File: src/rtl/pcie_dma_multichan_seq.sv
// Multi-channel DMA write sequencer: per-channel base/count programming, round-robin
// TLP write requests of TLP_BYTES each, and a per-channel MSI request on completion.
module pcie_dma_multichan_seq #(
  parameter int NUM_CHAN     = 2,
  parameter int ADDR_WIDTH   = 32,
  parameter int TLP_BYTES    = 128,
  parameter int COUNT_WIDTH  = 8,
  parameter int MSI_VEC_LOG2 = 1,
  localparam int CW = (NUM_CHAN > 1) ? $clog2(NUM_CHAN) : 1,
  localparam int MW = (MSI_VEC_LOG2 > 0) ? MSI_VEC_LOG2 : 1
) (
  input  logic                  clk_in,
  input  logic                  rstn,
  input  logic                  reg_wr_valid,
  input  logic [CW-1:0]         reg_wr_chan,
  input  logic                  reg_wr_sel,
  input  logic [31:0]           reg_wr_data,
  output logic                  tlp_valid,
  input  logic                  tlp_ready,
  output logic [ADDR_WIDTH-1:0] tlp_addr,
  output logic [CW-1:0]         tlp_chan,
  output logic                  tlp_last,
  output logic                  msi_req,
  output logic [MW-1:0]         msi_num,
  input  logic                  msi_ack,
  output logic [NUM_CHAN-1:0]   chan_busy,
  output logic [NUM_CHAN-1:0]   err_sticky
);

  typedef enum logic [1:0] {
    ST_IDLE     = 2'd0,
    ST_XFER     = 2'd1,
    ST_MSI_WAIT = 2'd2
  } chan_state_t;

  logic                   tlp_valid_reg;
  logic [ADDR_WIDTH-1:0]  tlp_addr_reg;
  logic [CW-1:0]          tlp_chan_reg;
  logic                   tlp_last_reg;
  logic                   msi_req_reg;
  logic [CW-1:0]          msi_chan_reg;
  logic [MW-1:0]          msi_num_reg;
  logic [CW-1:0]          rr_ptr_reg;

  logic                   tlp_acc;
  logic                   msi_take;
  logic [COUNT_WIDTH-1:0] wr_count;
  logic                   unused_wr_data;

  // Per-channel view of "what this channel would present next", already
  // accounting for a start or an accept happening in the current cycle.
  logic [ADDR_WIDTH-1:0]  la_addr [NUM_CHAN];
  logic [COUNT_WIDTH-1:0] la_rem  [NUM_CHAN];
  logic [NUM_CHAN-1:0]    la_elig;
  logic [NUM_CHAN-1:0]    msi_elig;
  logic [NUM_CHAN-1:0]    busy_vec;
  logic [NUM_CHAN-1:0]    err_vec;

  assign tlp_acc        = tlp_valid_reg & tlp_ready;
  assign msi_take       = msi_req_reg & msi_ack;
  assign wr_count       = reg_wr_data[COUNT_WIDTH-1:0];
  assign unused_wr_data = ^reg_wr_data;

  genvar gi;
  generate
    for (gi = 0; gi < NUM_CHAN; gi++) begin : g_chan
      chan_state_t            state_reg;
      chan_state_t            state_next;
      logic [ADDR_WIDTH-1:0]  base_reg;
      logic [ADDR_WIDTH-1:0]  addr_reg;
      logic [COUNT_WIDTH-1:0] rem_reg;
      logic                   err_reg;
      logic                   busy_flag;
      logic                   wr_hit;
      logic                   base_wr;
      logic                   ctrl_start;
      logic                   acc_hit;
      logic                   acc_last;
      logic                   ack_hit;

      assign wr_hit     = reg_wr_valid && (reg_wr_chan == CW'(gi));
      assign base_wr    = wr_hit && !reg_wr_sel && (state_reg == ST_IDLE);
      assign ctrl_start = wr_hit && reg_wr_sel && (state_reg == ST_IDLE) && (wr_count != '0);
      assign acc_hit    = tlp_acc && (tlp_chan_reg == CW'(gi));
      assign acc_last   = acc_hit && (rem_reg == COUNT_WIDTH'(1));
      assign ack_hit    = msi_take && (msi_chan_reg == CW'(gi));

      always_ff @(posedge clk_in or negedge rstn) begin
        if (!rstn) state_reg <= ST_IDLE;
        else       state_reg <= state_next;
      end

      always_comb begin
        state_next = state_reg;
        case (state_reg)
          ST_IDLE:     if (ctrl_start) state_next = ST_XFER;
          ST_XFER:     if (acc_last)   state_next = ST_MSI_WAIT;
          ST_MSI_WAIT: if (ack_hit)    state_next = ST_IDLE;
          default:     state_next = ST_IDLE;
        endcase
      end

      always_comb begin
        busy_flag = (state_reg != ST_IDLE);
      end

      always_ff @(posedge clk_in or negedge rstn) begin
        if (!rstn) begin
          base_reg <= '0;
          addr_reg <= '0;
          rem_reg  <= '0;
          err_reg  <= 1'b0;
        end else begin
          if (base_wr)
            base_reg <= {reg_wr_data[ADDR_WIDTH-1:3], 3'b000};
          if (ctrl_start) begin
            addr_reg <= base_reg;
            rem_reg  <= wr_count;
          end else if (acc_hit) begin
            addr_reg <= addr_reg + ADDR_WIDTH'(TLP_BYTES);
            rem_reg  <= rem_reg - COUNT_WIDTH'(1);
          end
          if (wr_hit && (state_reg != ST_IDLE))
            err_reg <= 1'b1;
        end
      end

      assign la_addr[gi]  = ctrl_start ? base_reg :
                            (acc_hit ? addr_reg + ADDR_WIDTH'(TLP_BYTES) : addr_reg);
      assign la_rem[gi]   = ctrl_start ? wr_count :
                            (acc_hit ? rem_reg - COUNT_WIDTH'(1) : rem_reg);
      assign la_elig[gi]  = ctrl_start || ((state_reg == ST_XFER) && !acc_last);
      assign msi_elig[gi] = ((state_reg == ST_MSI_WAIT) && !ack_hit) || acc_last;
      assign busy_vec[gi] = busy_flag;
      assign err_vec[gi]  = err_reg;
    end
  endgenerate

  // Round-robin search starts from the pointer as it will be after this cycle's accept.
  logic [CW-1:0] rr_base;
  logic [CW-1:0] rr_cand;
  logic [CW-1:0] rr_sel;
  logic          rr_found;
  int            rr_idx;

  always_comb begin
    rr_base = rr_ptr_reg;
    if (tlp_acc)
      rr_base = (tlp_chan_reg == CW'(NUM_CHAN - 1)) ? '0 : tlp_chan_reg + CW'(1);
    rr_found = 1'b0;
    rr_sel   = '0;
    rr_idx   = 0;
    rr_cand  = '0;
    for (int k = 0; k < NUM_CHAN; k++) begin
      rr_idx = int'(rr_base) + k;
      if (rr_idx >= NUM_CHAN)
        rr_idx = rr_idx - NUM_CHAN;
      rr_cand = CW'(rr_idx);
      if (!rr_found && la_elig[rr_cand]) begin
        rr_found = 1'b1;
        rr_sel   = rr_cand;
      end
    end
  end

  always_ff @(posedge clk_in or negedge rstn) begin
    if (!rstn) begin
      tlp_valid_reg <= 1'b0;
      tlp_addr_reg  <= '0;
      tlp_chan_reg  <= '0;
      tlp_last_reg  <= 1'b0;
      rr_ptr_reg    <= '0;
    end else begin
      if (tlp_acc)
        rr_ptr_reg <= rr_base;
      if (!tlp_valid_reg || tlp_acc) begin
        tlp_valid_reg <= rr_found;
        if (rr_found) begin
          tlp_addr_reg <= la_addr[rr_sel];
          tlp_chan_reg <= rr_sel;
          tlp_last_reg <= (la_rem[rr_sel] == COUNT_WIDTH'(1));
        end
      end
    end
  end

  // Lowest-index channel awaiting an interrupt wins the single MSI slot.
  logic [CW-1:0] msi_sel;
  logic          msi_found;

  always_comb begin
    msi_found = 1'b0;
    msi_sel   = '0;
    for (int k = NUM_CHAN - 1; k >= 0; k--) begin
      if (msi_elig[k]) begin
        msi_found = 1'b1;
        msi_sel   = CW'(k);
      end
    end
  end

  always_ff @(posedge clk_in or negedge rstn) begin
    if (!rstn) begin
      msi_req_reg  <= 1'b0;
      msi_chan_reg <= '0;
      msi_num_reg  <= '0;
    end else if (!msi_req_reg || msi_take) begin
      msi_req_reg <= msi_found;
      if (msi_found) begin
        msi_chan_reg <= msi_sel;
        msi_num_reg  <= MW'(int'(msi_sel) % (1 << MSI_VEC_LOG2));
      end
    end
  end

  assign tlp_valid  = tlp_valid_reg;
  assign tlp_addr   = tlp_addr_reg;
  assign tlp_chan   = tlp_chan_reg;
  assign tlp_last   = tlp_last_reg;
  assign msi_req    = msi_req_reg;
  assign msi_num    = msi_num_reg;
  assign chan_busy  = busy_vec;
  assign err_sticky = err_vec;

endmodule

File: config.mk
export PLATFORM = sky130hd
export DESIGN_NAME = pcie_dma_multichan_seq
export DESIGN_NICKNAME = d
export VERILOG_FILES = /design/src/rtl/pcie_dma_multichan_seq.sv
export SDC_FILE = /design/constraint.sdc
export NUM_CORES = 1
export LEC_CHECK = 0
export ABC_AREA = 1
export CORE_UTILIZATION = 40
export CTS_CLUSTER_DIAMETER = 150
export DETAILED_ROUTE_END_ITERATION = 10
export GPL_TIMING_DRIVEN = 0
export SLEW_MARGIN = 10
export SYNTH_ARGS = -nofsm -noshare
export SYNTH_HDL_FRONTEND = slang
export SYNTH_SLANG_ARGS = --single-unit
File: constraint.sdc
create_clock -name clk_in -period 2.1 [get_ports clk_in]
set_input_delay 0.42 -clock clk_in [delete_from_list [all_inputs] [get_ports clk_in]]
set_output_delay 0.42 -clock clk_in [all_outputs]
set_load 0.02 [all_outputs]
==> results of run 1 <==
[through the flow]
stage          power (W)  setup slack, ns  utilization  hold slack (ns)
3_3_place_gp     0.01158           -7.251       0.4591           0.4449
4_1_cts          0.01523         0.008870       0.4922          0.06450
6_report         0.01539          0.08632       0.4993          0.02362
3_5_place_dp     0.01168          -0.8199       0.4606           0.4498
5_1_grt          0.01647         -0.01387       0.4993          0.07427
2_1_floorplan   0.009625           0.3129            -           0.1244
[kinds of logic (layout without fill, tap and decap cells)]
kind of cell               after synthesis  after routing  synth area share
buffers and inverters                  157            277           0.07441
xor gates and xnor gates                37             37           0.03650
AOI/OAI and AO/OA                      119            119           0.07483
and+or+nand+nor                        608            608            0.2928
adders and majority gates                6              6          0.008455
DFF                                    182            182            0.5130
[synth_stat cells, drive strengths merged, types with 8 or more instances]
cell      n
nand3    84
clkbuf   17
nand4     9
dfrtp   182
nand2   419
inv     118
xor2     22
xnor2    15
a21oi     8
nor2     74
o21ai    90
nor3     11
buf      22
[layout by cell type (no fill, tap or decap), types with 4 or more instances in the layout]
cell	synthesis	routed
nor2_1	56	51
nand3_1	81	81
buf_4	12	22
nor2_2	9	10
dfrtp_1	182	180
nand3b_1	4	4
a21oi_1	8	8
nand4_1	8	8
o21bai_1	4	4
clkbuf_2	0	6
nor3_1	11	10
o211ai_1	7	7
nor2_4	9	13
clkbuf_1	17	11
nand2_1	411	410
o21ai_1	8	8
o21ai_0	79	79
dlygate4sd2_1	0	7
xnor2_1	15	15
nand2_2	7	6
and2_1	4	4
ha_1	6	6
clkdlybuf4s50_1	0	69
clkbuf_16	0	18
xor2_1	22	22
inv_2	7	6
bufinv_16	0	4
inv_1	110	110
[area by class of cell]
| type | count | share of cell area |
|---|---|---|
| plain buffers | 38 | 0.02343 |
| clock buffers | 20 | 0.04100 |
| clock inverters | 12 | 0.01757 |
| inverters | 118 | 0.04111 |
| multi-input cells | 770 | 0.3423 |
| flip-flops and latches | 182 | 0.4182 |
| well taps | 280 | 0.03215 |
| repair buffers | 89 | 0.08418 |
[repair_timing]
action,in CTS,in global routing
endpoints found under the setup margin,60,54
cloned,0,1
buffers inserted,3,5
pin swaps,4,4
gates resized for setup,21,32
[power by group through the flow]
stage,Sequential [W],Clock [W],Combinational (W)
6_report,0.00615,0.00348,0.00576
5_1_grt,0.00634,0.00368,0.00645
4_1_cts,0.00612,0.00352,0.00558
3_5_place_dp,0.00615,0,0.00552
3_3_place_gp,0.00615,0,0.00544
2_1_floorplan,0.00621,0,0.00341
[per-layer routing]
| layer | GRT usage | wire [um] | vias up |
|---|---|---|---|
| met4 | 0.07150 | 465 | 0 |
| li1 | - | - | 3708 |
| met3 | 0.04036 | 1222 | 29 |
| met1 | 0.3308 | 11920 | 3495 |
| met2 | 0.3445 | 10900 | 165 |
| met5 | 0 | 0 | - |
[worst max-delay path: stages]
cell	delay [ns]
clkdlybuf4s50_1	0.47
nor2_2	0.17
nand2_1	0.11
o21ai_4	0.22
buf_4	0.23
buf_4	0.21
nor2_1	0.06
a31oi_1	0.30
nand2_1	0.09
nand3_1	0.09
[worst min-delay path by stage]
stage | start | endpoint | slack [ns]
floorplan | rstn | g_chan[0].addr_reg[0]$_DFF_PN0_ | 0.12
global placement | g_chan[0].addr_reg[0]$_DFF_PN0_ | g_chan[0].addr_reg[0]$_DFF_PN0_ | 0.44
detailed placement | g_chan[0].err_reg$_DFFE_PN0P_ | g_chan[0].err_reg$_DFFE_PN0P_ | 0.45
CTS | rstn | g_chan[1].addr_reg[23]$_DFF_PN0_ | 0.06
global route | rstn | g_chan[1].addr_reg[23]$_DFF_PN0_ | 0.07
finish | rstn | g_chan[1].addr_reg[21]$_DFF_PN0_ | 0.02
==> summary.txt, run 1 <==
Num Clock Sinks - 182
cts hold-fix bufs - 0
Total Wirelength - 24510 um
count of final setup violators - 0
CP Capture Point - tlp_addr[26]$_DFFE_PN0P_
switching part of the total - 0.3910
Initial Util - 0.4068
insertion delay to the later sink of the worst-skew pair - 0.43 ns
Via density - 4.902
row count - 54
Syn Area/Cell - 8.006 um^2
Setup Crit Path Kind - in2reg
number of antenna violations at the first check in global routing - 0
Boundary Pins - 80
leakage power - 5.363 nW
Reg2Reg Setup Slack - 0.13 ns
Synth top area share - 0.5130
critical path launch point - reg_wr_data[0]
DIE AREA - 22800 um^2
Fillers - 2142
CP arrival - 2.38 ns
clk_skew - 0.01061 ns
Rel. slew slack - 0.4947
Initial DRC Count - 403
die height - 151.0 um
syn nets - 1154
Yosys top cell by area - dfrtp_1
Ys Warns - 0
Die Width - 151.0 um
Max Buffers Root-to-Sink - 2
status - finished, final reports clean
Worst IR Drop VDD - 0.5221 mV
Mapped Cells - 1109
global placement routability congestion - 0.8983
fin area - 10900 um^2
Clock transition at path regs - 0.07 ns
fin cells - 1509
cells on worst reg2reg path - 13
Hold/Removal Path Class - in2async
reg2reg start - tlp_chan$_DFFE_PN0P_
CTS tree - yes
H-Tree Depth - 4
endpoints failing hold - 0
minimum clock period - 2.014 ns
Synth Register Bits - 182
Final ANT Viol Nets - 0
proportion of layout cells with a drive suffix above 1 - 0.09927
footprint of the multi-input gates - 3730 um^2
Num CTS Buffers - 17
RR Endpoint - tlp_addr[27]$_DFFE_PN0P_
# DRC - 0
Core Footprint - 21820 um^2
fraction of registers with async set/reset - 1.000
Highest Clock Rate - 496.6 MHz
number of max-cap violations - 0
DP Cell Count - 1469
clock power share - 0.226
port bufs - 79
power share of the combinational group - 0.374
NumNets Final - 1261
register area - 4557 um^2
WP data required - 2.47 ns
setup_tns - 0 ns
PD cells - 1412 nW/um^2
crit share post-route - 0.9589
largest net degree at the start of global routing - 101
synthesized area - 8879 um^2
post-synthesis cell type count - 40
vias in the first global route - 7029
detailed-route via count - 7397
measured slew at the worst slew-check pin - 0.7580 ns
register area share after synthesis - 0.5130
DP Area - 10050 um^2
CP Max Fanout - 10
number of flip-flops in the largest register - 64
Area growth syn-to-layout - 22.72%
RSZ-0062 raised after global routing - true
Critical Path End Type - flip-flop
Area contributors post-synth - dfrtp_1 51%, nand2_1 17%, inv_1 4.7%, nand3_1 4.6%, o21ai_0 4.5%
ANT cells - 0
EDFF count, synth - 0
sequential share of power - 0.399
first-pass GRT wire length - 38550 um
Post-synth top flop - dfrtp_1
DRT Pass-1 Iters - 7
total track usage - 0.2279
CP Launch Type - primary input
P_int - 0.009370 W
Final Max Tran Viols - 0
GRT Residual Overflow - 0
Clock Tree Root - clkbuf_16
DPL Wire Length - 18140 um
drt wl/cell - 16.24 um
sw power - 0.006016 W
Power figures use the tool's default switching activity.
==> run 2: changes to the inputs <==
--- a/config.mk
+++ b/config.mk
@@ -6,7 +6,7 @@
 export NUM_CORES = 1
 export LEC_CHECK = 0
 export ABC_AREA = 1
-export CORE_UTILIZATION = 40
+export CORE_UTILIZATION = 38
 export CTS_CLUSTER_DIAMETER = 150
 export DETAILED_ROUTE_END_ITERATION = 10
 export GPL_TIMING_DRIVEN = 0
==> run 2 against run 1 <==
  * Flip-flop and latch count stayed put
  * Via count is 0.19% higher
  * Largest power group unchanged
  * Non-clock buffer count increased by 7
  * Worst setup slack worse by 0.019 ns
  * Worst hold slack better by 0.38 ns
  * Core utilization is 1.8 points lower
  * Clock power down 5%
==> summary.txt, run 2 (synthesis results as in run 1) <==
drt wl/cell - 16.01 um
critical path buffer and inverter count - 4
Final Max Tran Viols - 0
DIE AREA - 23980 um^2
Initial DRC Count - 432
total track usage - 0.2173
endpoints failing hold - 0
number of flip-flops in the largest register - 64
Setup Crit Path Kind - in2reg
post-layout util - 0.4812
setup_tns - 0 ns
Num CTS Buffers - 17
Hold/Removal Path Class - in2reg
proportion of layout cells with a drive suffix above 1 - 0.1085
CTS tree - yes
number of max-cap violations - 0
Rel. slew slack - 0.6354
CP arrival - 2.34 ns
Total Wirelength - 24790 um
CP Launch Type - primary input
Via density - 4.787
delay-heaviest family, CP - buffers and inverters
WHS - 0.4037 ns
worst min-delay path startpoint - reg_wr_data[7]
ANT cells - 0
measured slew at the worst slew-check pin - 0.5469 ns
port bufs - 79
Die Width - 154.9 um
Critical Path End Type - flip-flop
Hold Path Depth - 3
DP Area - 10120 um^2
status - finished, final reports clean
Core Footprint - 22780 um^2
first-pass GRT wire length - 39500 um
Initial Util - 0.3898
Clock transition at path regs - 0.07 ns
commonest non-fill, non-tap cell in the layout - nand2_1
largest net degree at the start of global routing - 87
fin area - 10960 um^2
WP data required - 2.41 ns
vias in the first global route - 7264
CP Max Fanout - 10
global placement routability congestion - 0.9003
Highest Clock Rate - 491.9 MHz
most used cell, CP - nand2_1
insertion delay to the later sink of the worst-skew pair - 0.43 ns
number of antenna violations at the first check in global routing - 0
row count - 55
# DRC - 0
Clock Tree Root - clkbuf_16
Reg2Reg Setup Slack - 0.09 ns
H-Tree Depth - 4
count of final setup violators - 0
Hold EP - g_chan[0].rem_reg[7]$_DFF_PN0_
Num Clock Sinks - 182
detailed-route via count - 7411
DRT Pass-1 Iters - 5
cells on worst reg2reg path - 13
GRT Residual Overflow - 0
slowest stage cell, crit path - clkdlybuf4s50_1
Boundary Pins - 80
RR Endpoint - tlp_addr[17]$_DFFE_PN0P_
minimum clock period - 2.033 ns
Final ANT Viol Nets - 0
Area growth syn-to-layout - 23.46%
NumNets Final - 1268
DPL Wire Length - 18380 um
RSZ-0062 raised after global routing - true
slowest stage delay, CP - 0.49 ns
PD cells - 1392 nW/um^2
leakage power - 5.375 nW
crit share post-route - 0.9681
die height - 154.9 um
critical-path cell list - clkdlybuf4s50_1, nor2_4, nand2_1, o21ai_4, inv_2, buf_4, buf_4, nand2_1, nand2_1, nand2_1, nand3_1
most frequent cells in the layout - 409 x nand2_1, 180 x dfrtp_1, 109 x inv_1
reg2reg start - g_chan[0].rem_reg[3]$_DFF_PN0_
Max Buffers Root-to-Sink - 2
Worst IR Drop VDD - 0.6315 mV
clk_skew - 0.01005 ns
run 2: changes by cell type in the layout (fill, tap and decap cells not counted), sizes merged, moves of 2 or more:
| cell | change |
|---|---|
| buf | +3 |
| clkdlybuf4s50 | +2 |
| clkinv | +4 |
| inv | -3 |
run 2: worst max path at each step:
| stage | slack (ns) | endpoint | from | cells after the start |
|---|---|---|---|---|
| floorplan | 0.31 | tlp_addr[26]$_DFFE_PN0P_ | tlp_chan$_DFFE_PN0P_ | 13 |
| global placement | -7.21 | tlp_addr[23]$_DFFE_PN0P_ | rstn | 1 |
| detailed placement | -0.90 | tlp_addr[1]$_DFFE_PN0P_ | reg_wr_data[4] | 8 |
| CTS | 0.002 | g_chan[0].base_reg[22]$_DFFE_PN0P_ | g_chan[0].state_reg[1]$_DFFE_PN0P_ | 8 |
| global route | -0.02 | tlp_addr[31]$_DFFE_PN0P_ | reg_wr_data[0] | 11 |
| finish | 0.07 | tlp_addr[31]$_DFFE_PN0P_ | reg_wr_data[0] | 11 |
run 2: repair_timing:
action	4_1_cts	5_1_grt
endpoints found under the setup margin	64	65
hold buffers	1	0
cloned	0	2
buffers inserted	3	8
hold endpoints to repair	41	0
pin swaps	3	4
gates resized for setup	19	37
run 2: cell type report:
class / instances / area, um^2
buffer: 39 / 255.2
clock buffer: 18 / 439.2
clock inverter: 13 / 156.4
fill: 2253 / 11820
inverter: 118 / 447.9
multi-input combinational: 770 / 3734
sequential: 182 / 4557
tap: 313 / 391.6
timing repair buffer: 95 / 980.9
run 2: worst register-to-register path, delay by kind of cell, from the launching register on:
kind	cells	cell delay [ns]
buffers and inverters	3	0.45
AND/OR/NAND/NOR	10	1.12
flip-flops	1	0.38
run 2: layer usage:
layer	vias to the layer above	global-route usage	wire, um
li1	3726	-	-
met1	3534	0.3137	12180
met2	130	0.3342	11190
met3	21	0.04290	1118
met4	0	0.05611	297
met5	-	0	0
run 2: power by group:
part	internal, W	switching (W)	total, W
clock network	0.00190	0.00141	0.00330
registers	0.00503	0.00111	0.00614
logic	0.00234	0.00348	0.00582
total	0.00927	0.00599	0.0153
run 2: metrics by stage:
step / std cells / worst slack (ns) / total power, W
2_1_floorplan: 1109 / 0.3129 / 0.009625
3_3_place_gp: 1501 / -7.206 / 0.01157
3_5_place_dp: 1503 / -0.9026 / 0.01169
4_1_cts: 1538 / 0.002115 / 0.01505
5_1_grt: 1548 / -0.01672 / 0.01637
6_report: 1548 / 0.06694 / 0.01526
==> run 3: changes to the inputs <==
==> constraint.sdc (replaced) <==
create_clock -name clk_in -period 1.85 [get_ports clk_in]
set_input_delay 0.37 -clock clk_in [delete_from_list [all_inputs] [get_ports clk_in]]
set_output_delay 0.37 -clock clk_in [all_outputs]
set_load 0.02 [all_outputs]
==> run 3 against run 2 <==
  * The flow now finishes with violations (setup timing)
  * Via count up 4.4%
  * Clock skew down 0.0017 ns
  * First-iteration DRC count down 0.93%
  * Die area unchanged
  * Register-to-register slack worse by 0.15 ns
  * Design area up 8.4%
  * Sequential share of layout area down 3.2 points
  * Non-clock buffer count up 49
  * Routed wire length up 4.9%
  * Largest power group is now combinational logic
==> summary.txt, run 3 (synthesis results as in run 1) <==
status - finished, violations left
failing checks - setup timing
leakage power - 5.869 nW
global placement routability congestion - 0.9003
fin cells - 1597
vias in the first global route - 7570
Rel. slew slack - 0.6356
DRT Pass-1 Iters - 6
WP data required - 2.19 ns
CP Launch Type - flip-flop
number of antenna violations at the first check in global routing - 0
clk_skew - 0.008383 ns
Final Total Pwr - 0.01865 W
largest net degree at the start of global routing - 87
slowest stage cell, crit path - dfrtp_1
proportion of layout cells with a drive suffix above 1 - 0.2134
DIE AREA - 23980 um^2
NumNets Final - 1317
Num CTS Buffers - 17
RSZ-0062 raised after global routing - true
Final WS setup - -0.06098 ns
# DRC - 0
Num Clock Sinks - 182
commonest non-fill, non-tap cell in the layout - nand2_1
Hold/Removal Path Class - in2reg
row count - 55
Max Buffers Root-to-Sink - 2
most used cell, CP - nand2_4
CP Max Fanout - 5
Area growth syn-to-layout - 33.78%
slowest stage delay, CP - 0.39 ns
most frequent cells in the layout - 362 x nand2_1, 180 x dfrtp_1, 106 x inv_1
Critical Path End Type - flip-flop
die height - 154.9 um
critical-path cell list - inv_2, ha_4, nand2_4, nor2_4, nand2_4, nand2_4, nand2_4, nand2_4, nand2_4, nor2_4, buf_12, buf_8, nand2_2, o211ai_1
Boundary Pins - 80
detailed-route via count - 7740
Final Max Tran Viols - 0
GRT Residual Overflow - 0
endpoints failing hold - 0
Via density - 4.847
number of flip-flops in the largest register - 64
Setup Crit Path Kind - reg2reg
Total Wirelength - 25990 um
Core Footprint - 22780 um^2
fin area - 11880 um^2
Final ANT Viol Nets - 0
PD cells - 1570 nW/um^2
Highest Clock Rate - 523.3 MHz
CTS tree - yes
insertion delay to the later sink of the worst-skew pair - 0.43 ns
count of final setup violators - 15
Worst IR Drop VDD - 0.7532 mV
DP Area - 10120 um^2
Initial DRC Count - 428
port bufs - 79
minimum clock period - 1.911 ns
Clock transition at path regs - 0.07 ns
DP Cell Count - 1503
number of max-cap violations - 0
ANT cells - 0
Clock Tree Root - clkbuf_16
DPL Wire Length - 18380 um
Initial Util - 0.3898
measured slew at the worst slew-check pin - 0.5466 ns
CP arrival - 2.25 ns
total track usage - 0.2254
Die Width - 154.9 um
crit share post-route - 1.033
first-pass GRT wire length - 40920 um
drt wl/cell - 16.27 um
H-Tree Depth - 4
[run 3: repair_timing]
| action | 4_1_cts | 5_1_grt |
|---|---|---|
| endpoints found under the setup margin | 135 | 59 |
| resized for setup | 82 | 139 |
| cloned | 2 | 1 |
| setup buffers | 36 | 25 |
| hold endpoints to repair | 41 | 0 |
| hold buffers | 1 | 0 |
| pin swaps | 10 | 22 |
[run 3: cell type report]
cell class | count | area, um^2
Multi-Input combinational cell | 770 | 4138
Buffer | 39 | 342.8
Clock buffer | 18 | 439.2
Timing Repair Buffer | 144 | 1396
Tap cell | 313 | 391.6
Fill cell | 2144 | 10900
Sequential cell | 182 | 4557
Clock inverter | 13 | 156.4
Inverter | 118 | 456.7
[run 3: final timing paths]
check	cells after the start	slack, ns	to	start
hold reg to reg	2	0.46	g_chan[0].addr_reg[2]$_DFF_PN0_	g_chan[0].addr_reg[2]$_DFF_PN0_
setup / recovery	14	-0.06	tlp_addr[2]$_DFFE_PN0P_	g_chan[0].rem_reg[1]$_DFF_PN0_
min in group asynchronous	2	0.41	g_chan[0].rem_reg[7]$_DFF_PN0_	rstn
setup reg to reg	14	-0.06	tlp_addr[2]$_DFFE_PN0P_	g_chan[0].rem_reg[1]$_DFF_PN0_
hold / removal	3	0.28	g_chan[1].err_reg$_DFFE_PN0P_	reg_wr_chan
max in group asynchronous	4	0.42	g_chan[1].addr_reg[23]$_DFF_PN0_	rstn
[run 3: routing by layer]
| metal | track usage | vias to the layer above | wire length (um) |
|---|---|---|---|
| met5 | 0 | - | 0 |
| met4 | 0.06176 | 0 | 336 |
| met3 | 0.04457 | 25 | 1265 |
| met2 | 0.3504 | 178 | 12130 |
| met1 | 0.3206 | 3713 | 12260 |
| li1 | - | 3824 | - |
[run 3: critical path: cells and delay by family, from the launching register on]
family                     cells  cell delay (ns)
and+or+nand+nor                9             0.83
DFF                            1             0.39
buffers and inverters          3             0.35
adders and majority gates      1             0.13
AOI/OAI and AO/OA              1             0.09
[run 3: power by group]
group | switching, W | leakage [nW] | internal, W | total (W)
clock network | 0.00159 | 0.292 | 0.00215 | 0.00374
registers | 0.00129 | 2.29 | 0.00572 | 0.00701
logic | 0.00453 | 3.29 | 0.00337 | 0.00790
total | 0.00741 | 5.87 | 0.0112 | 0.0186
[run 3: through the flow]
step | setup TNS, ns | utilization | setup slack (ns) | hold WS (ns)
after floorplan | 0 | - | 0.06286 | 0.07441
after detailed placement | -100.58 | 0.4443 | -1.103 | 0.2818
after global placement | -1441.15 | 0.4417 | -7.406 | 0.4406
after global routing | -2.919 | 0.5215 | -0.1548 | 0.3035
after CTS | -0.1863 | 0.4932 | -0.03360 | 0.4195
final | -0.4615 | 0.5215 | -0.06098 | 0.2820
